**src/rtl/ow_slot_decoder.sv**
```systemverilog
// 1-Wire slave slot timing: classifies master low periods into reset / write-0 / write-1,
// answers resets with a presence pulse and holds DQ low for read-0 slots.
module ow_slot_decoder #(
    parameter int CNT_W     = 16,
    parameter int T_RST_MIN = 4800,
    parameter int T_BIT_TH  = 300,
    parameter int T_PDH     = 300,
    parameter int T_PDL     = 1200,
    parameter int T_RD_HOLD = 300
) (
    input  logic clk,
    input  logic rst,
    input  logic dq,
    input  logic dq_rise,
    input  logic dq_fall,
    input  logic tx_en,
    input  logic tx_bit,
    output logic bit_valid,
    output logic bit_val,
    output logic reset_det,
    output logic tx_done,
    output logic dq_pull,
    output logic busy
);

    typedef enum logic [2:0] {IDLE, LOW, RD_HOLD, PRES_WAIT, PRES_DRIVE} state_t;

    // cnt is cleared on LOW entry, one cycle after the fall, so the low time is cnt+1
    // at the rise; the decode limits are shifted down by one to compensate.
    localparam logic [CNT_W-1:0] CNT_MAX = '1;
    localparam logic [CNT_W-1:0] RST_LIM = CNT_W'(T_RST_MIN - 1);
    localparam logic [CNT_W-1:0] BIT_LIM = CNT_W'(T_BIT_TH - 1);
    localparam logic [CNT_W-1:0] PDH_END = CNT_W'(T_PDH);
    localparam logic [CNT_W-1:0] PDL_END = CNT_W'(T_PDL - 1);
    localparam logic [CNT_W-1:0] RDH_END = CNT_W'(T_RD_HOLD - 1);

    state_t           state;
    logic [CNT_W-1:0] cnt;
    logic             slot_rd;
    logic             fall, rise;

    // edge pulses are qualified by the settled level so a stray pulse cannot open a slot
    assign fall = dq_fall & ~dq;
    assign rise = dq_rise & dq;

    always_ff @(posedge clk) begin
        if (rst) begin
            state     <= IDLE;
            cnt       <= '0;
            slot_rd   <= 1'b0;
            bit_valid <= 1'b0;
            bit_val   <= 1'b0;
            reset_det <= 1'b0;
            tx_done   <= 1'b0;
            dq_pull   <= 1'b0;
            busy      <= 1'b0;
        end else begin
            bit_valid <= 1'b0;
            reset_det <= 1'b0;
            tx_done   <= 1'b0;
            cnt       <= (cnt == CNT_MAX) ? cnt : cnt + 1'b1;
            case (state)
                IDLE, PRES_WAIT: begin
                    if (fall) begin
                        slot_rd <= tx_en;
                        cnt     <= '0;
                        busy    <= 1'b1;
                        dq_pull <= 1'b0;
                        state   <= (tx_en && !tx_bit) ? RD_HOLD : LOW;
                        if (tx_en && !tx_bit)
                            dq_pull <= 1'b1;
                    end else if (state == PRES_WAIT && cnt == PDH_END) begin
                        cnt     <= '0;
                        dq_pull <= 1'b1;
                        state   <= PRES_DRIVE;
                    end
                end
                LOW: begin
                    if (rise) begin
                        cnt <= '0;
                        if (cnt >= RST_LIM) begin
                            reset_det <= 1'b1;
                            state     <= PRES_WAIT;
                        end else begin
                            busy  <= 1'b0;
                            state <= IDLE;
                            if (slot_rd) begin
                                tx_done <= 1'b1;
                            end else begin
                                bit_valid <= 1'b1;
                                bit_val   <= (cnt < BIT_LIM);
                            end
                        end
                    end
                end
                RD_HOLD: begin
                    if (cnt == RDH_END) begin
                        cnt     <= '0;
                        dq_pull <= 1'b0;
                        tx_done <= 1'b1;
                        busy    <= 1'b0;
                        state   <= IDLE;
                    end
                end
                PRES_DRIVE: begin
                    if (cnt == PDL_END) begin
                        cnt     <= '0;
                        dq_pull <= 1'b0;
                        busy    <= 1'b0;
                        state   <= IDLE;
                    end
                end
                default: begin
                    cnt     <= '0;
                    dq_pull <= 1'b0;
                    busy    <= 1'b0;
                    state   <= IDLE;
                end
            endcase
        end
    end

endmodule

```
**config.mk**
```make
export PLATFORM = sky130hd
export DESIGN_NAME = ow_slot_decoder
export DESIGN_NICKNAME = d
export VERILOG_FILES = /design/src/rtl/ow_slot_decoder.sv
export SDC_FILE = /design/constraint.sdc
export NUM_CORES = 1
export LEC_CHECK = 0
export CAP_MARGIN = 0
export CORE_UTILIZATION = 25
export CTS_BUF_LIST = sky130_fd_sc_hd__clkbuf_16
export DETAILED_ROUTE_END_ITERATION = 10
export PLACE_DENSITY_LB_ADDON = 0.1
export SYNTH_ARGS = -nofsm -noshare
export SYNTH_HDL_FRONTEND = slang
export SYNTH_SLANG_ARGS = --single-unit
```
**constraint.sdc**
```tcl
create_clock -name clk -period 4.9 [get_ports clk]
set_input_delay 0.49 -clock clk [delete_from_list [all_inputs] [get_ports clk]]
set_output_delay 0.49 -clock clk [all_outputs]
set_load 0.005 [all_outputs]
```
==> impl_metrics.ini <==
[status]
status = finished clean

[cts]
max-clock-path-buffers = 2
cts_tree = done
cts_setup_buffers = 0
cts_root_buffer = clkbuf_16
h-tree-depth = 1
cts_resized = 0
ctsHoldBuffers = 0
clk_pin_slew_worst_paths_ps = 70
insertion_delay_ps = 260
clock_sinks = 26
numCtsBuffers = 3

[route]
vias_per_cell = 4.974
drt_iter0_markers = 23
dr_wl_met3_um = 108
remaining_drc_errors = 0
wl_met1_um = 1803
wl_per_cell_um = 13.43
vias = 1318
routed_wl_um = 3560
dr.pass1.iters = 4
highest_layer = met4
routed-wl-met2_um = 1620
ant_nets = 0

[placement]
dp_hpwl_um = 2633
gp_congestion = 0.8456
placed_area_mm2 = 0.001644
dpl_worst_slack_ps = 2269
place.port_buffers = 12

[global_routing]
gr-total-overflow = 0
grt_pass1_vias = 1236
antenna_found_initial = 0
grt_pass1_wl_um = 6092
grt_max_degree = 17
grt_use_total = 0.1215

[sta]
final-hold-violation-count = 0
final-setup-viol-count = 0
setup_ws_ps = 2413
rsz0062_at_grt = no
finClkSkew_ps = 3.281
fmax_mhz = 402.1
final_min_period_over_clock_period = 0.5075
slew_viol_final = 0
tns_ps = 0
max-slew-margin-rel = 0.5538
period_needed_ps = 2487
hold-worst-slack_ps = 482.5
worst-slew-pin-transition_ps = 663.2

[finish]
layout-drive-gt1-share = 0.05263
seq_area_um2 = 520.5
area_delta_synth_final_pct = 13.15
fill_cells = 648
fin_area_mm2 = 0.001723
antenna_cells = 0
fin_util = 0.2927
multiInputGateArea_um2 = 894.6
nNetsFinal = 200

[worst_setup_path]
path_class = register to register
path_max_fanout = 16
worst_ep_required_time_ps = 5020
critPathCaptureType = register
crit_arrival_ps = 2610
worst_setup_path_start_kind = register

[synth]
synthCells = 190
ys.flop_type = dfxtp_1
synth.top_cell.area_share = 0.3418
synth_cell_type_count = 45
yosys_warnings = 0
synth-edff-count = 0
syn_area_per_cell_um2 = 8.014
synth_async_sr_flop_share = 0
synthesis.nets = 199
syn_area_mm2 = 0.001523
ys_ff_latch = 26
synth_area_leader_cell = dfxtp_1
synth_area_leaders = dfxtp_1, nor2_1, xnor2_1
synth_seq_area_share = 0.3418

[floorplanning]
die-area_mm2 = 0.006407
initial_core_util = 0.2587
core_mm2 = 0.005886
die_h_um = 80.05
rows = 28
dieWidth_um = 80.05
io_pins = 13

[power_and_ir_drop]
ir_worst_vdd_mv = 0.1830
p_per_area_mw_per_mm2 = 295.7
leakagePower_nw = 0.5902

[hold_path]
hold_class = register to register

[run]
drv_cap = 0
==> through the flow <==
| step | power (W) | cells |
|---|---|---|
| 2_1_floorplan | 0.0003064 | 190 |
| 3_3_place_gp | 0.0003279 | 261 |
| 3_5_place_dp | 0.0003302 | 261 |
| 4_1_cts | 0.0005180 | 265 |
| 5_1_grt | 0.0005397 | 265 |
| 6_report | 0.0005094 | 265 |
==> Yosys cell counts (2+ instances only) <==
cell type	count
xnor2_1	6
nand2_1	13
ha_1	2
xor2_1	3
buf_6	3
and4_1	4
nor3b_1	4
clkbuf_1	5
a21oi_1	9
nor4_1	3
dfxtp_1	26
inv_1	4
o21ai_0	6
a31oi_1	3
nand3_1	10
mux2i_1	2
nand4_1	7
o21a_1	2
nor2_1	29
nor3_1	9
buf_2	8
nand2b_1	3
nor2b_1	4
and3_1	4
==> state kept, by name (all words and copies together) (netlist names) <==
| signal | cells |
|---|---|
| slot_rd | 1 |
| bit_valid | 1 |
| reset_det | 1 |
| tx_done | 1 |
| cnt | 16 |
| dq_pull | 1 |
| busy | 1 |
| state | 3 |
| bit_val | 1 |
==> kinds of logic after synthesis <==
group,share of synthesized area
AO/OA/AOI/OAI,0.1331
multiplexers,0.01315
flip-flops,0.3418
AND/OR/NAND/NOR,0.3731
buffers and inverters,0.07066
adder cells (fa/ha/maj),0.01643
XOR/XNOR,0.05177
==> cells in the final DEF (no fill, tap or decap), types with 2 or more instances in the layout <==
| master | netlist | layout |
|---|---|---|
| and4_1 | 4 | 4 |
| nand2_1 | 13 | 13 |
| clkdlybuf4s50_1 | 0 | 12 |
| nor4_1 | 3 | 3 |
| nand3_1 | 10 | 10 |
| nand4_1 | 7 | 7 |
| nor2_1 | 29 | 29 |
| inv_1 | 4 | 4 |
| nand2b_1 | 3 | 3 |
| nor3b_1 | 4 | 4 |
| a31oi_1 | 3 | 3 |
| clkbuf_16 | 0 | 3 |
| a21oi_1 | 9 | 9 |
| nor3_1 | 9 | 9 |
| ha_1 | 2 | 2 |
| and3_1 | 4 | 4 |
| o21a_1 | 2 | 2 |
| o21ai_0 | 6 | 6 |
| dfxtp_1 | 26 | 26 |
| mux2i_1 | 2 | 2 |
| nor2b_1 | 4 | 4 |
| xor2_1 | 3 | 3 |
| xnor2_1 | 6 | 6 |
==> critical path: stages, from the launching register on <==
cell	delay, ps
dfxtp_1	360
ha_1	320
and4b_1	240
nand4_1	120
a32oi_1	450
nand3b_2	210
nand2b_1	500
nor3_1	120
==> power by group <==
group / internal (W) / leakage (nW) / switching (W)
combinational: 0.0000389 / 0.341 / 0.0000486
clock: 0.000109 / 0.0385 / 0.0000765
sequential: 0.000223 / 0.211 / 0.0000127
==> final cells by class <==
type / count / share of cell area
Clock buffer: 3 / 0.04357
Clock inverter: 1 / 0.002179
Inverter: 4 / 0.008715
Multi-Input combinational cell: 144 / 0.5192
Sequential cell: 26 / 0.3021
Tap cell: 75 / 0.05447
Timing Repair Buffer: 12 / 0.06972
==> routing by layer <==
metal	vias to the layer above	global-route usage
met4	0	0.02679
met3	2	0.02514
met1	627	0.1572
met2	17	0.2060
li1	672	-
met5	-	0
==> worst paths after layout <==
check                           startpoint     end  slack (ps)  cells past startpoint
worst min register to register        busy    busy         480                      2
worst min-delay path                  busy    busy         480                      2
worst max-delay path                cnt[1]  cnt[6]        2410                      7
worst max register to register      cnt[1]  cnt[6]        2410                      7
(Power assumes the default switching activity.)
